==> src/rtl/br_lite_local_if.sv <==
// ---------------------------------------------------------------------------
// br_lite_local_if
//   PE-side adapter on the BR_LOCAL port of the BrLite router.
//   TX path: PE requests are buffered in a small FIFO. Each one is stamped
//   with this PE's seq_source and a wrapping id, then injected using the
//   router's 4-phase local req/ack. A new request is not started while
//   local_busy_i is high.
//   RX path: flits the router delivers locally are accepted into an RX FIFO
//   with a req/ack handshake and handed to the PE over valid/ready.
//
//   Optional build macro: BRLITE_LIF_STATS_EN enables the 16-bit injection
//   and ejection counters on tx_cnt_o / rx_cnt_o. Without it both outputs
//   are tied to zero and no counter flops exist.
//
// Ports
//   clk_i, rst_ni                     clock, async active-low reset
//   tx_valid_i/tx_ready_o/tx_flit_i   PE request (seq_source, id ignored)
//   local_busy_i                      router local busy
//   inj_flit_o/inj_req_o/inj_ack_i    injection handshake to the router
//   ej_flit_i/ej_req_i/ej_ack_o       ejection handshake from the router
//   rx_valid_o/rx_ready_i/rx_flit_o   RX FIFO head to the PE
//   tx_cnt_o, rx_cnt_o                injection / ejection counters
//
// TX FSM
//   state      | meaning
//   TX_IDLE    | waiting for a queued flit and local_busy_i low
//   TX_REQ     | inj_req_o high, inj_flit_o stable, waiting for ack
//   TX_RELEASE | req dropped, waiting for the router to drop ack
// RX FSM
//   state      | meaning
//   RX_IDLE    | accept ej_flit_i when requested and RX FIFO has room
//   RX_ACK     | ej_ack_o high for one cycle
//   RX_GAP     | ignore ej_req_i for one cycle (stale req from the router)
// ---------------------------------------------------------------------------
package br_lite_pkg;
  localparam int BR_ID_W = 5;

  typedef enum logic [1:0] {
    BR_SVC_ALL = 2'd0,
    BR_SVC_TGT = 2'd1,
    BR_SVC_MON = 2'd2,
    BR_SVC_CLR = 2'd3
  } br_service_t;

  typedef struct packed {
    br_service_t          service;
    logic [15:0]          seq_source;
    logic [BR_ID_W-1:0]   id;
    logic [15:0]          payload;
  } br_data_t;
endpackage

module br_lite_local_if
  import br_lite_pkg::*;
#(
  parameter logic [15:0] SEQ_ADDRESS = 16'h0,
  parameter int unsigned TX_DEPTH    = 2,
  parameter int unsigned RX_DEPTH    = 4
) (
  input  logic        clk_i,
  input  logic        rst_ni,
  input  logic        tx_valid_i,
  output logic        tx_ready_o,
  input  br_data_t    tx_flit_i,
  input  logic        local_busy_i,
  output br_data_t    inj_flit_o,
  output logic        inj_req_o,
  input  logic        inj_ack_i,
  input  br_data_t    ej_flit_i,
  input  logic        ej_req_i,
  output logic        ej_ack_o,
  output logic        rx_valid_o,
  input  logic        rx_ready_i,
  output br_data_t    rx_flit_o,
  output logic [15:0] tx_cnt_o,
  output logic [15:0] rx_cnt_o
);

  localparam int TX_AW = $clog2(TX_DEPTH);
  localparam int RX_AW = $clog2(RX_DEPTH);
  localparam logic [TX_AW:0]      TX_PTR_ONE = (TX_AW+1)'(1);
  localparam logic [RX_AW:0]      RX_PTR_ONE = (RX_AW+1)'(1);
  localparam logic [BR_ID_W-1:0]  ID_ONE     = BR_ID_W'(1);

  typedef enum logic [1:0] {TX_IDLE, TX_REQ, TX_RELEASE} tx_state_e;
  typedef enum logic [1:0] {RX_IDLE, RX_ACK, RX_GAP}     rx_state_e;

  // ---------------- TX FIFO ----------------
  br_data_t         tx_mem_q [TX_DEPTH];
  logic [TX_AW:0]   tx_wr_q, tx_wr_d, tx_rd_q, tx_rd_d;
  logic             tx_empty, tx_full, tx_push, tx_pop;
  br_data_t         tx_head;

  assign tx_empty   = (tx_wr_q == tx_rd_q);
  assign tx_full    = (tx_wr_q[TX_AW] != tx_rd_q[TX_AW]) &&
                      (tx_wr_q[TX_AW-1:0] == tx_rd_q[TX_AW-1:0]);
  // Held low while in reset so the PE never sees a ready FIFO it cannot use.
  assign tx_ready_o = rst_ni && !tx_full;
  assign tx_push    = tx_valid_i && tx_ready_o;
  assign tx_head    = tx_mem_q[tx_rd_q[TX_AW-1:0]];
  assign tx_wr_d    = tx_push ? tx_wr_q + TX_PTR_ONE : tx_wr_q;
  assign tx_rd_d    = tx_pop  ? tx_rd_q + TX_PTR_ONE : tx_rd_q;

  always_ff @(posedge clk_i) begin
    if (tx_push) tx_mem_q[tx_wr_q[TX_AW-1:0]] <= tx_flit_i;
  end

  // ---------------- TX FSM ----------------
  tx_state_e          tx_state_q, tx_state_d;
  br_data_t           inj_flit_q, inj_flit_d;
  logic [BR_ID_W-1:0] id_cnt_q, id_cnt_d;

  always_comb begin
    tx_state_d = tx_state_q;
    inj_flit_d = inj_flit_q;
    id_cnt_d   = id_cnt_q;
    tx_pop     = 1'b0;
    case (tx_state_q)
      TX_IDLE: begin
        if (!tx_empty && !local_busy_i) begin
          inj_flit_d            = tx_head;
          inj_flit_d.seq_source = SEQ_ADDRESS;
          inj_flit_d.id         = id_cnt_q;
          tx_state_d            = TX_REQ;
        end
      end
      TX_REQ: begin
        // busy rising here is ignored: a started request always completes
        if (inj_ack_i) begin
          tx_pop     = 1'b1;
          id_cnt_d   = id_cnt_q + ID_ONE;
          tx_state_d = TX_RELEASE;
        end
      end
      TX_RELEASE: begin
        // a 1-cycle ack is already low here, so no hang on short pulses
        if (!inj_ack_i) tx_state_d = TX_IDLE;
      end
      default: tx_state_d = TX_IDLE;
    endcase
  end

  always_ff @(posedge clk_i or negedge rst_ni) begin
    if (!rst_ni) begin
      tx_state_q <= TX_IDLE;
      inj_flit_q <= '0;
      id_cnt_q   <= '0;
      tx_wr_q    <= '0;
      tx_rd_q    <= '0;
    end else begin
      tx_state_q <= tx_state_d;
      inj_flit_q <= inj_flit_d;
      id_cnt_q   <= id_cnt_d;
      tx_wr_q    <= tx_wr_d;
      tx_rd_q    <= tx_rd_d;
    end
  end

  assign inj_req_o  = (tx_state_q == TX_REQ);
  assign inj_flit_o = inj_flit_q;

  // ---------------- RX FIFO ----------------
  br_data_t         rx_mem_q [RX_DEPTH];
  logic [RX_AW:0]   rx_wr_q, rx_wr_d, rx_rd_q, rx_rd_d;
  logic             rx_empty, rx_full, rx_push, rx_pop;

  assign rx_empty   = (rx_wr_q == rx_rd_q);
  assign rx_full    = (rx_wr_q[RX_AW] != rx_rd_q[RX_AW]) &&
                      (rx_wr_q[RX_AW-1:0] == rx_rd_q[RX_AW-1:0]);
  assign rx_valid_o = !rx_empty;
  assign rx_pop     = rx_valid_o && rx_ready_i;
  // Storage is not reset; mask the head so rx_flit_o reads 0 when empty.
  assign rx_flit_o  = rx_empty ? '0 : rx_mem_q[rx_rd_q[RX_AW-1:0]];
  assign rx_wr_d    = rx_push ? rx_wr_q + RX_PTR_ONE : rx_wr_q;
  assign rx_rd_d    = rx_pop  ? rx_rd_q + RX_PTR_ONE : rx_rd_q;

  always_ff @(posedge clk_i) begin
    if (rx_push) rx_mem_q[rx_wr_q[RX_AW-1:0]] <= ej_flit_i;
  end

  // ---------------- RX FSM ----------------
  rx_state_e rx_state_q, rx_state_d;

  always_comb begin
    rx_state_d = rx_state_q;
    rx_push    = 1'b0;
    case (rx_state_q)
      RX_IDLE: begin
        if (ej_req_i && !rx_full) begin
          rx_push    = 1'b1;
          rx_state_d = RX_ACK;
        end
      end
      RX_ACK:  rx_state_d = RX_GAP;
      RX_GAP:  rx_state_d = RX_IDLE;
      default: rx_state_d = RX_IDLE;
    endcase
  end

  always_ff @(posedge clk_i or negedge rst_ni) begin
    if (!rst_ni) begin
      rx_state_q <= RX_IDLE;
      rx_wr_q    <= '0;
      rx_rd_q    <= '0;
    end else begin
      rx_state_q <= rx_state_d;
      rx_wr_q    <= rx_wr_d;
      rx_rd_q    <= rx_rd_d;
    end
  end

  assign ej_ack_o = (rx_state_q == RX_ACK);

  // ---------------- statistics ----------------
`ifdef BRLITE_LIF_STATS_EN
  logic [15:0] tx_cnt_q, tx_cnt_d, rx_cnt_q, rx_cnt_d;

  always_comb begin
    tx_cnt_d = tx_cnt_q;
    rx_cnt_d = rx_cnt_q;
    if (tx_pop)  tx_cnt_d = tx_cnt_q + 16'd1;
    if (rx_push) rx_cnt_d = rx_cnt_q + 16'd1;
  end

  always_ff @(posedge clk_i or negedge rst_ni) begin
    if (!rst_ni) begin
      tx_cnt_q <= '0;
      rx_cnt_q <= '0;
    end else begin
      tx_cnt_q <= tx_cnt_d;
      rx_cnt_q <= rx_cnt_d;
    end
  end

  assign tx_cnt_o = tx_cnt_q;
  assign rx_cnt_o = rx_cnt_q;
`else
  assign tx_cnt_o = '0;
  assign rx_cnt_o = '0;
`endif

endmodule

==> config.mk <==
export PLATFORM = sky130hd
export DESIGN_NAME = br_lite_local_if
export DESIGN_NICKNAME = d
export VERILOG_FILES = /design/src/rtl/br_lite_local_if.sv
export SDC_FILE = /design/constraint.sdc
export NUM_CORES = 1
export LEC_CHECK = 0
export BUFFER_PORTS_ARGS = -buffer_cell sky130_fd_sc_hd__buf_2
export CAP_MARGIN = 20
export CORE_MARGIN = 3
export CORE_UTILIZATION = 53
export CTS_BUF_LIST = sky130_fd_sc_hd__clkbuf_8
export DETAILED_ROUTE_END_ITERATION = 12
export PLACE_DENSITY = 0.79
export SYNTH_ARGS = -nofsm -noshare
export SYNTH_HDL_FRONTEND = slang
export SYNTH_SLANG_ARGS = --single-unit
==> constraint.sdc <==
create_clock -name clk_i -period 5.3 [get_ports clk_i]
set_input_delay 1.06 -clock clk_i [delete_from_list [all_inputs] [get_ports clk_i]]
set_output_delay 1.06 -clock clk_i [all_outputs]
set_load 0.01 [all_outputs]
Word level (Yosys, flattened, before mapping)
Memory sizes are Yosys's and may differ from the RTL's. A register that Yosys moved wholly into a read port is not among the register bits.
Cells that the tools add are included.
{"block": "word_totals", "regBits": 24, "ram_bits": 234, "in_bits": 85, "output_inout_bits": 114, "elab_cells": 61, "n_memories": 2}
{"block": "op_classes", "add_sub_neg": 5, "n_eq_ne": 13, "n_mux": 15, "reduce_logical": 18}
{"name": "rx_mem_q", "depth": 4, "word_bits": 39, "rd": 1, "rd_ports_with_merged_regs": 0, "write_ports": 1, "line": "163", "text": "br_data_t rx_mem_q [RX_DEPTH];"}
{"name": "tx_mem_q", "depth": 2, "word_bits": 39, "rd": 1, "rd_ports_with_merged_regs": 1, "write_ports": 1, "line": "89", "text": "br_data_t tx_mem_q [TX_DEPTH];"}
{"cell": "39-bit two-way mux", "n": 1}
{"cell": "1-bit two-way mux", "n": 8}
{"cell": "2-bit two-way mux", "n": 4}
{"cell": "1-bit logical AND", "n": 7}
{"cell": "3-bit by 1-bit adder with 3-bit output, second input constant", "n": 2}
{"cell": "1-bit zero test", "n": 6}
{"cell": "2-bit != test, second input constant", "n": 3}
{"cell": "2-bit case mux with 3 select lines", "n": 1}
{"cell": "5-bit by 1-bit adder with 5-bit output, second input constant", "n": 1}
{"cell": "2-bit by 1-bit adder with 2-bit output, second input constant", "n": 2}
{"cell": "2-bit by 1-bit equality test with 1-bit output, second input constant", "n": 2}
{"cell": "2-bit equality test", "n": 2}
{"cell": "2-bit zero test", "n": 2}
{"cell": "2-bit case mux with 2 select lines", "n": 1}
{"cell": "2-bit AND reduction", "n": 2}
{"cell": "3-bit equality test", "n": 1}
{"cell": "3-bit AND reduction", "n": 1}
{"cell": "2-bit equality test, second input constant", "n": 1}
{"cell": "1-bit != test", "n": 2}
{"cell": "2-bit by 1-bit != test with 1-bit output, second input constant", "n": 1}
{"cell": "1-bit equality test", "n": 1}

Depth between registers and ports, before layout
Gate-level depths: netlist of the first run.
{"block": "depth", "word_depth": 8, "ltp_mapped": 5, "ltp_nobuf": 4}

Least setup slack after synthesis of the first run
Ideal clock, no wire load.
{"block": "synth_path", "path_type": "input to register", "startpoint": "in ej_req_i", "endpoint": "mem rx_mem_q[3][0] in the netlist's numbering, enable pin", "setup_time_ns": 0.448, "arrival_ns": 3.172, "t_required_ns": 4.852, "path_slack_ns": 1.680, "cell_stages": 2, "path_buffers": 0, "cell_sequence": "nand4bb_1 -> a21oi_1"}
{"block": "synth_via", "elab_chain_cells": 5}
{"element": "start: declaration", "line": "70", "text": "input logic ej_req_i,"}
{"element": "1-bit logical AND", "line": "189", "text": "if (ej_req_i && !rx_full) begin"}
{"element": "1-bit two-way mux", "line": "189"}
{"element": "1-bit two-way mux", "line": "187", "text": "case (rx_state_q)"}
{"element": "1-bit two-way mux", "line": "178", "text": "if (rx_push) rx_mem_q[rx_wr_q[RX_AW-1:0]] <= ej_flit_i;"}
{"element": "1-bit two-way mux (implied by the code)", "line": "178"}
{"element": "end: declaration", "line": "163"}
No other way between the ends.

==> results of run 1 <==
==> worst max-delay path, stage by stage (launching register included) <==
cell and delay (ps):
dfrtp_2 870, buf_4 510, mux4_2 550, nor2b_1 150
buf_2 160
==> cell usage after synthesis, types with 4 or more instances <==
cell	number
edfxtp_1	192
buf_4	48
mux2_2	44
dfrtp_1	42
nor2b_1	42
mux4_2	39
clkbuf_1	12
xnor2_1	11
xor2_1	7
ha_1	6
and2_1	4
buf_2	4
inv_1	4
nand2_1	4
==> layout make-up <==
cell class	count	area, µm²	area share [%]
Tap cell	225	282	2.59
Sequential cell	234	6820	62.7
Timing Repair Buffer	140	766	7.04
Inverter	4	15.0	0.138
Multi-Input combinational cell	229	2300	21.1
Clock inverter	22	120	1.10
Clock buffer	42	578	5.31
==> routing by layer <==
metal  GRT usage [%]  wire length, µm  part of all wire (%)
met2            29.8             8560                    50
met1            22.2             6810                    40
met3            5.31             1190                   7.0
met5               0               19                  0.11
met4            6.59              378                   2.2
==> registers in the layout, summed over array words and instances (netlist names) <==
signal	count
id_cnt_q	5
tx_state_q	2
rx_rd_q	3
rx_state_q	2
tx_wr_q	2
tx_rd_q	2
rx_mem_q	156
rx_wr_q	3
inj_flit_o	23
tx_mem_q	36
==> worst max path at each step <==
stage	cells after the start	startpoint	slack, ps	end
6_report	4	rx_rd_q[0]$_DFFE_PN0P_	1460	rx_flit_o[17]
5_1_grt	4	rx_rd_q[0]$_DFFE_PN0P_	1190	rx_flit_o[26]
4_1_cts	4	rx_rd_q[0]$_DFFE_PN0P_	1300	rx_flit_o[26]
2_1_floorplan	2	ej_req_i	1680	rx_mem_q[3][0]$_DFFE_PP_
3_3_place_gp	4	rx_rd_q[0]$_DFFE_PN0P_	1910	rx_flit_o[16]
3_5_place_dp	4	ej_req_i	1830	rx_mem_q[0][19]$_DFFE_PP_
==> metrics by stage <==
| stage | util [%] | hold WS (ps) | power [mW] | setup WS, ps | instances |
|---|---|---|---|---|---|
| floorplan | - | 432 | 4.18 | 1680 | 534 |
| CTS | 62.5 | 304 | 6.43 | 1300 | 893 |
| global placement | 58.5 | 449 | 4.90 | 1910 | 829 |
| detailed placement | 58.5 | 469 | 4.99 | 1830 | 829 |
| global route | 62.9 | 316 | 6.74 | 1190 | 896 |
| finish | 62.9 | 347 | 6.36 | 1460 | 896 |
==> cells in the final DEF, fill, tap and decap left out, types with 3 or more instances in the layout <==
cell      netlist  layout
xnor2_1        11      11
inv_1           4      17
buf_12          0       3
dfrtp_1        42      40
and2_2          0       3
edfxtp_1      192     192
clkinv_1        0       3
nor2b_1        42      42
buf_2           4     129
mux2_2         44      44
conb_1          1      48
buf_4          48       8
xor2_1          7       7
clkinv_2        0       3
nand2_1         4       4
mux4_2         39      39
ha_1            6       6
clkbuf_8        0      42
==> cells by family (layout without fill, tap and decap cells) <==
| group | after synthesis | after routing | share of synthesized area [%] |
|---|---|---|---|
| flops | 234 | 234 | 72.6 |
| simple gates | 61 | 61 | 3.99 |
| xor+xnor | 18 | 18 | 1.68 |
| fa+ha+maj | 6 | 6 | 0.800 |
| other cells | 1 | 48 | 0.0400 |
| mux | 84 | 84 | 14.8 |
| compound gates | 12 | 12 | 1.12 |
| buf+inv | 71 | 208 | 4.97 |
==> power breakdown <==
group / internal [mW] / switching, mW
combinational: 1.06 / 1.14
sequential: 2.45 / 0.278
clock: 0.771 / 0.655
==> impl_metrics.env, run 1 <==
export IMPL_dp_hpwl_um=10400
export IMPL_grt_pass1_wl_um=26900
export IMPL_drive_gt1_share_pct=41.7
export IMPL_first_iter_violations=274
export IMPL_critPathLaunchType="flip-flop"
export IMPL_rr_startpoint="rx_rd_q[1]$_DFFE_PN0P_"
export IMPL_fin_area_um2=10900
export IMPL_fin_skew_ps=14.1
export IMPL_fp_dieH_um=139
export IMPL_drt_wl_total_um=17000
export IMPL_synth_edff_count=192
export IMPL_antenna_found_initial=2
export IMPL_arrival_ps=2780
export IMPL_num_nets_final=737
export IMPL_htreeDepth=2
export IMPL_diodes=0
export IMPL_syn_avg_cell_area_um2=19.3
export IMPL_power_density_nw_per_um2=584
export IMPL_die_area_um2=19300
export IMPL_hold_path_class="input port to async pin"
export IMPL_post_cts_buffers=0
export IMPL_die_x_um=139
export IMPL_timing_rr_end="rx_mem_q[2][15]$_DFFE_PP_"
export IMPL_dpl_cell_area_um2=10100
export IMPL_core_area_um2=17300
export IMPL_yosysWarnings=0
export IMPL_cts_num_sinks=234
export IMPL_insertion_delay_ps=510
export IMPL_layout_area_overhead_vs_synth_pct=15.9
export IMPL_ys_flop_type="edfxtp_1"
export IMPL_postCtsHoldBufs=0
export IMPL_finalSetupViolCount=0
export IMPL_critPathKind="flip-flop to primary output"
export IMPL_synth_top_area_cell="edfxtp_1"
export IMPL_fin_tns_setup_ps=0
export IMPL_power_leakage_nw=4.12
export IMPL_grt_max_degree=42
export IMPL_clk_pin_slew_ps=60
export IMPL_drv_cap=0
export IMPL_nFillCells=1262
export IMPL_netlist_area_um2=9380
export IMPL_rsz0062_at_grt="no"
export IMPL_r2r_slack_ps=2430
export IMPL_pin_count=199
export IMPL_cts_resized_gates=0
export IMPL_ys_seq_area_share_pct=72.6
export IMPL_slew_headroom_pct=35.4
export IMPL_drv_slew=0
export IMPL_netlist_instances=487
export IMPL_cp_max_fo=23
export IMPL_portBuffers=129
export IMPL_ir_drop_v=0.000377
export IMPL_track_usage_pct=17.8
export IMPL_fmax_ghz=0.260
export IMPL_synth_top_area_share_pct=61.4
export IMPL_grt_overflow=0
export IMPL_route_detailed_drc=0
export IMPL_cts_root_buffer="clkbuf_8"
export IMPL_route_antenna_remaining_nets=0
export IMPL_grt_pass1_vias=5002
export IMPL_clock_path_buffers=3
export IMPL_end_kind="primary output"
export IMPL_vias_per_cell=5.19
export IMPL_gp_congestion=0.743
export IMPL_synth_area_leaders="edfxtp_1 (61%), dfrtp_1 (11%), mux4_2 (9.4%), mux2_2 (5.3%), buf_4 (3.8%)"
export IMPL_crit_required_ps=4240
export IMPL_num_vias=4652
export IMPL_tightest_slew_ps=970
export IMPL_fp_row_count=48
export IMPL_reg2reg_depth=5
export IMPL_synth_cell_types=36
export IMPL_cts_buffers=37
export IMPL_finalHoldViolations=0
export IMPL_fin_crit_ps=3840
export IMPL_avgRoutedWirePerCell_um=18.9
export IMPL_status="finished, final reports clean"
export IMPL_async_flop_share_pct=17.9
export IMPL_initial_core_util_pct=54.3
export IMPL_cts_tree="done"
export IMPL_ys_ff_latch=234
export IMPL_fin_crit_sh_pct=72.5
export IMPL_dr_pass1_iters=4
Power figures use the tool's default switching activity.
==> inputs of run 2 (changes only) <==
clock period = 3.6 ns   (was 5.3 ns; I/O delays follow)
==> run 2 against run 1 <==
Count of clock-buffer cells in the layout is 2 lower. Cell area fell by 0.53%. Die area did not move. Global-route usage shrank 0.33 points. Critical path depth unchanged. Worst hold slack got worse by 30 ps. Total power up 45%. Critical endpoint is now rx_flit_o[15]. Largest power group unchanged. Highest routed layer unchanged.
==> impl_metrics.env, run 2 (synthesis gave the netlist of run 1 again) <==
export IMPL_status="finished, final reports clean"
export IMPL_cts_resized_gates=0
export IMPL_cts_num_sinks=234
export IMPL_core_area_um2=17300
export IMPL_fp_dieH_um=139
export IMPL_die_area_um2=19300
export IMPL_track_usage_pct=17.5
export IMPL_arrival_ps=2390
export IMPL_timing_rr_end="rx_mem_q[1][6]$_DFFE_PP_"
export IMPL_fin_area_um2=10800
export IMPL_final_cell_mix="edfxtp_1 (192), buf_2 (129), conb_1 (48)"
export IMPL_multi_input_area_um2=2300
export IMPL_crit_required_ps=2880
export IMPL_vias_per_cell=5.17
export IMPL_end_kind="primary output"
export IMPL_avgRoutedWirePerCell_um=18.7
export IMPL_grt_max_degree=45
export IMPL_insertion_delay_ps=500
export IMPL_tightest_slew_ps=884
export IMPL_finalHoldViolations=0
export IMPL_fin_hold_ws_ps=316
export IMPL_htreeDepth=2
export IMPL_slew_headroom_pct=41.1
export IMPL_endpoint="rx_flit_o[15]"
export IMPL_nFillCells=1239
export IMPL_drive_gt1_share_pct=41.8
export IMPL_post_cts_buffers=0
export IMPL_dp_cells=833
export IMPL_rsz0062_at_grt="no"
export IMPL_layoutNonFillerInstCount=898
export IMPL_cts_root_buffer="clkbuf_8"
export IMPL_post_place_ws_ps=775
export IMPL_critPathKind="flip-flop to primary output"
export IMPL_postCtsHoldBufs=0
export IMPL_grt_pass1_vias=5048
export IMPL_power_leakage_nw=4.10
export IMPL_grt_pass1_wl_um=26500
export IMPL_critPathLaunchType="flip-flop"
export IMPL_startpoint="rx_rd_q[0]$_DFFE_PN0P_"
export IMPL_utilization_pct=62.6
export IMPL_rr_startpoint="rx_rd_q[0]$_DFFE_PN0P_"
export IMPL_fin_crit_ps=3110
export IMPL_gp_congestion=0.742
export IMPL_finalSetupViolCount=0
export IMPL_final_common_cell="edfxtp_1"
export IMPL_power_density_nw_per_um2=852
export IMPL_drv_slew=0
export IMPL_fmax_ghz=0.321
export IMPL_clk_pin_slew_ps=60
export IMPL_first_iter_violations=213
export IMPL_drv_cap=0
export IMPL_cp_max_fo=29
export IMPL_fin_skew_ps=15.3
export IMPL_num_nets_final=739
export IMPL_cts_buffers=38
export IMPL_antenna_found_initial=3
export IMPL_worst_slack_ps=486
export IMPL_dp_hpwl_um=10400
export IMPL_fin_tns_setup_ps=0
export IMPL_dr_pass1_iters=4
export IMPL_fin_crit_sh_pct=86.5
export IMPL_route_detailed_drc=0
export IMPL_dpl_cell_area_um2=10200
export IMPL_num_vias=4646
export IMPL_route_antenna_remaining_nets=0
export IMPL_total_power_mw=9.22
export IMPL_fp_row_count=48
export IMPL_initial_core_util_pct=54.3
export IMPL_layout_area_overhead_vs_synth_pct=15.3
export IMPL_grt_overflow=0
export IMPL_die_x_um=139
export IMPL_cts_tree="done"
export IMPL_largest_register_ff_count=156
export IMPL_hold_path_class="input port to async pin"
export IMPL_pin_count=199
export IMPL_drt_wl_total_um=16800
export IMPL_register_area_um2=6820
export IMPL_portBuffers=129
export IMPL_ir_drop_v=0.000544
export IMPL_reg2reg_depth=4
export IMPL_r2r_slack_ps=1130
export IMPL_clock_path_buffers=3
run 2: changes by cell type in the layout (fill, tap and decap cells not counted), sizes merged:
cell / before / now
clkinv: 6 / 11
clkbuf: 42 / 40
inv: 17 / 15
buf: 140 / 141
bufinv: 1 / 0
diode: 0 / 1
run 2: layout make-up:
| cell class | instances | area share (%) |
|---|---|---|
| clock inverter | 24 | 0.971 |
| multi-input combinational | 229 | 21.2 |
| clock buffer | 40 | 5.09 |
| antenna | 1 | 0.0231 |
| inverter | 4 | 0.139 |
| tap | 225 | 2.60 |
| timing repair buffer | 141 | 6.92 |
| sequential | 234 | 63.0 |
run 2: layer usage:
layer / GRT usage (%) / vias to the layer above / wire length (µm)
li1: - / 2092 / -
met1: 21.3 / 2339 / 6570
met2: 30.4 / 178 / 8790
met3: 4.55 / 33 / 1020
met4: 6.28 / 4 / 346
met5: 0 / - / 21
run 2: where the power goes:
group,switching (mW),internal (mW)
clock network,0.929,1.02
logic,1.77,1.57
registers,0.319,3.62
total,3.01,6.21
run 2: worst min-delay path by stage:
| stage | endpoint | slack (ps) | cells past startpoint |
|---|---|---|---|
| after global placement | rx_state_q[1]$_DFFE_PN0P_ | 450 | 1 |
| after CTS | inj_flit_o[2]$_DFFE_PN0P_ | 310 | 2 |
| after detailed placement | rx_state_q[1]$_DFFE_PN0P_ | 460 | 1 |
| after global routing | inj_flit_o[3]$_DFFE_PN0P_ | 340 | 2 |
| final | inj_flit_o[4]$_DFFE_PN0P_ | 320 | 2 |
| after floorplan | id_cnt_q[0]$_DFFE_PN0P_ | 420 | 0 |
run 2: worst max-delay path: stages (launching register included):
cell and delay (ps):
dfrtp_2 690, buf_12 320, mux4_2 550, nor2b_1 160, buf_2 160
==> inputs of run 3 (changes only) <==
--- a/config.mk
+++ b/config.mk
@@ -10,5 +10,4 @@
 export CORE_MARGIN = 3
 export CORE_UTILIZATION = 53
-export CTS_BUF_LIST = sky130_fd_sc_hd__clkbuf_8
 export DETAILED_ROUTE_END_ITERATION = 12
 export PLACE_DENSITY = 0.79
==> constraint.sdc (replaced) <==
create_clock -name clk_i -period 3.6 [get_ports clk_i]
set_input_delay 0.36 -clock clk_i [delete_from_list [all_inputs] [get_ports clk_i]]
set_output_delay 0.36 -clock clk_i [all_outputs]
set_load 0.01 [all_outputs]
==> run 3 against run 2 <==
Clock skew is 1.4 ps lower. Worst hold slack worse by 290 ps. Largest cell class unchanged. First-iteration DRC count is 10% higher. Combinational power grew 1%. Maximum frequency up 7.5%. Clock power grew 26%. Critical path type unchanged.
==> impl_metrics.env, run 3 (synthesis gave the netlist of run 1 again) <==
export IMPL_drv_slew=0
export IMPL_final_common_cell="edfxtp_1"
export IMPL_cp_max_fo=33
export IMPL_ir_drop_v=0.000685
export IMPL_clock_path_buffers=3
export IMPL_seqPwrFrac_pct=40.4
export IMPL_route_detailed_drc=0
export IMPL_postCtsHoldBufs=0
export IMPL_die_area_um2=19300
export IMPL_fin_skew_ps=13.9
export IMPL_cts_buffers=23
export IMPL_critPathKind="flip-flop to primary output"
export IMPL_grt_max_degree=45
export IMPL_final_cell_mix="edfxtp_1 (192), buf_2 (129), conb_1 (48)"
export IMPL_rsz0062_at_grt="no"
export IMPL_insertion_delay_ps=490
export IMPL_hold_path_class="input port to async pin"
export IMPL_post_cts_buffers=0
export IMPL_drv_cap=0
export IMPL_slew_headroom_pct=36.3
export IMPL_pin_count=199
export IMPL_num_nets_final=725
export IMPL_power_density_nw_per_um2=891
export IMPL_end_kind="primary output"
export IMPL_fin_crit_sh_pct=80.4
export IMPL_core_area_um2=17300
export IMPL_dp_hpwl_um=10600
export IMPL_finalHoldViolations=0
export IMPL_cts_resized_gates=0
export IMPL_crit_required_ps=3240
export IMPL_finalSetupViolCount=0
export IMPL_first_iter_violations=235
export IMPL_initial_core_util_pct=54.3
export IMPL_fp_dieH_um=139
export IMPL_switchingPower_mw=3.06
export IMPL_num_vias=4629
export IMPL_htreeDepth=1
export IMPL_portBuffers=129
export IMPL_gp_congestion=0.751
export IMPL_dr_pass1_iters=4
export IMPL_avgRoutedWirePerCell_um=19.4
export IMPL_grt_pass1_wl_um=26700
export IMPL_drive_gt1_share_pct=41.5
export IMPL_post_place_ws_ps=965
export IMPL_grt_overflow=0
export IMPL_p_clk_share_pct=25.1
export IMPL_cts_num_sinks=234
export IMPL_vias_per_cell=5.28
export IMPL_power_leakage_nw=4.12
export IMPL_fp_row_count=48
export IMPL_fin_tns_setup_ps=0
export IMPL_startpoint="rx_rd_q[0]$_DFFE_PN0P_"
export IMPL_combPwrFrac_pct=34.5
export IMPL_arrival_ps=2540
export IMPL_fmax_ghz=0.345
export IMPL_clk_pin_slew_ps=60
export IMPL_antenna_found_initial=2
export IMPL_largest_register_ff_count=156
export IMPL_tightest_slew_ps=955
export IMPL_grt_pass1_vias=4901
export IMPL_rr_startpoint="rx_state_q[1]$_DFFE_PN0P_"
export IMPL_critPathLaunchType="flip-flop"
export IMPL_cts_tree="done"
export IMPL_die_x_um=139
export IMPL_track_usage_pct=17.4
export IMPL_status="finished, final reports clean"
export IMPL_internal_power_mw=6.70
export IMPL_route_antenna_remaining_nets=0
export IMPL_nFillCells=1222
export IMPL_netSwitchingFraction_pct=31.4
export IMPL_worst_slack_ps=704
export IMPL_cts_root_buffer="clkbuf_16"
export IMPL_drt_wl_total_um=17000
export IMPL_fin_crit_ps=2900
export IMPL_layout_area_overhead_vs_synth_pct=16.8
[run 3: cell types whose count changed in the layout (fill, tap and decap cells not counted), sizes merged]
cell / change
clkinv: -4
inv: -11
bufinv: +4
buf: +1
clkbuf: -10
clkinvlp: -2
[run 3: per-layer routing]
layer  global-route usage (%)  share of wire (%)  vias to the layer above
met5                        0              0.076                        -
met4                     4.89                2.0                        2
met2                     30.5                 52                      149
met1                     22.2                 40                     2384
met3                     3.62                5.3                       34
li1                         -                  -                     2060
[run 3: final timing paths]
path	cells past startpoint	endpoint	slack (ps)
worst max-delay path	6	rx_flit_o[26]	700
worst min-delay path	2	inj_flit_o[8]$_DFFE_PN0P_	30
worst max register to register	4	rx_mem_q[2][2]$_DFFE_PP_	1020
worst min register to register	1	rx_state_q[1]$_DFFE_PN0P_	480
max in group asynchronous	2	rx_rd_q[1]$_DFFE_PN0P_	3140
min in group clk_i	1	tx_mem_q[0][9]$_DFFE_PP_	60
[run 3: power by group through the flow]
| stage | sequential, mW | clock, mW | combinational, mW |
|---|---|---|---|
| 2_1_floorplan | 3.94 | 0 | 2.22 |
| 3_3_place_gp | 3.95 | 0 | 3.31 |
| 3_5_place_dp | 4.00 | 0 | 3.40 |
| 4_1_cts | 3.96 | 2.50 | 3.44 |
| 5_1_grt | 4.02 | 2.62 | 3.65 |
| 6_report | 3.95 | 2.46 | 3.37 |
[run 3: critical path, cell delays in order, from the launching register on]
cell     delay (ps)
dfrtp_2         620
buf_12          330
xor2_1          350
nor3_2           90
buf_4           250
nor2b_1         210
buf_2           170
[run 3: layout make-up]
cell class	count	area [µm²]	area share (%)
diodes	1	2.50	0.0228
clock buffers	30	632	5.77
clock inverters	11	154	1.40
inverters	4	15.0	0.137
multi-input cells	229	2300	21.0
flip-flops and latches	234	6820	62.2
well taps	225	282	2.57
repair buffers	142	756	6.90
[run 3: through the flow]
| stage | power (mW) | hold WS (ps) | cells | util [%] | cell area, µm² |
|---|---|---|---|---|---|
| global placement | 7.27 | 450 | 834 | 58.8 | 10200 |
| global route | 10.3 | 39.0 | 876 | 63.3 | 11000 |
| CTS | 9.90 | 35.6 | 875 | 63.3 | 11000 |
| finish | 9.77 | 29.2 | 876 | 63.3 | 11000 |
| floorplan | 6.16 | 64.4 | 534 | - | 9560 |
| detailed placement | 7.40 | 464 | 834 | 58.8 | 10200 |
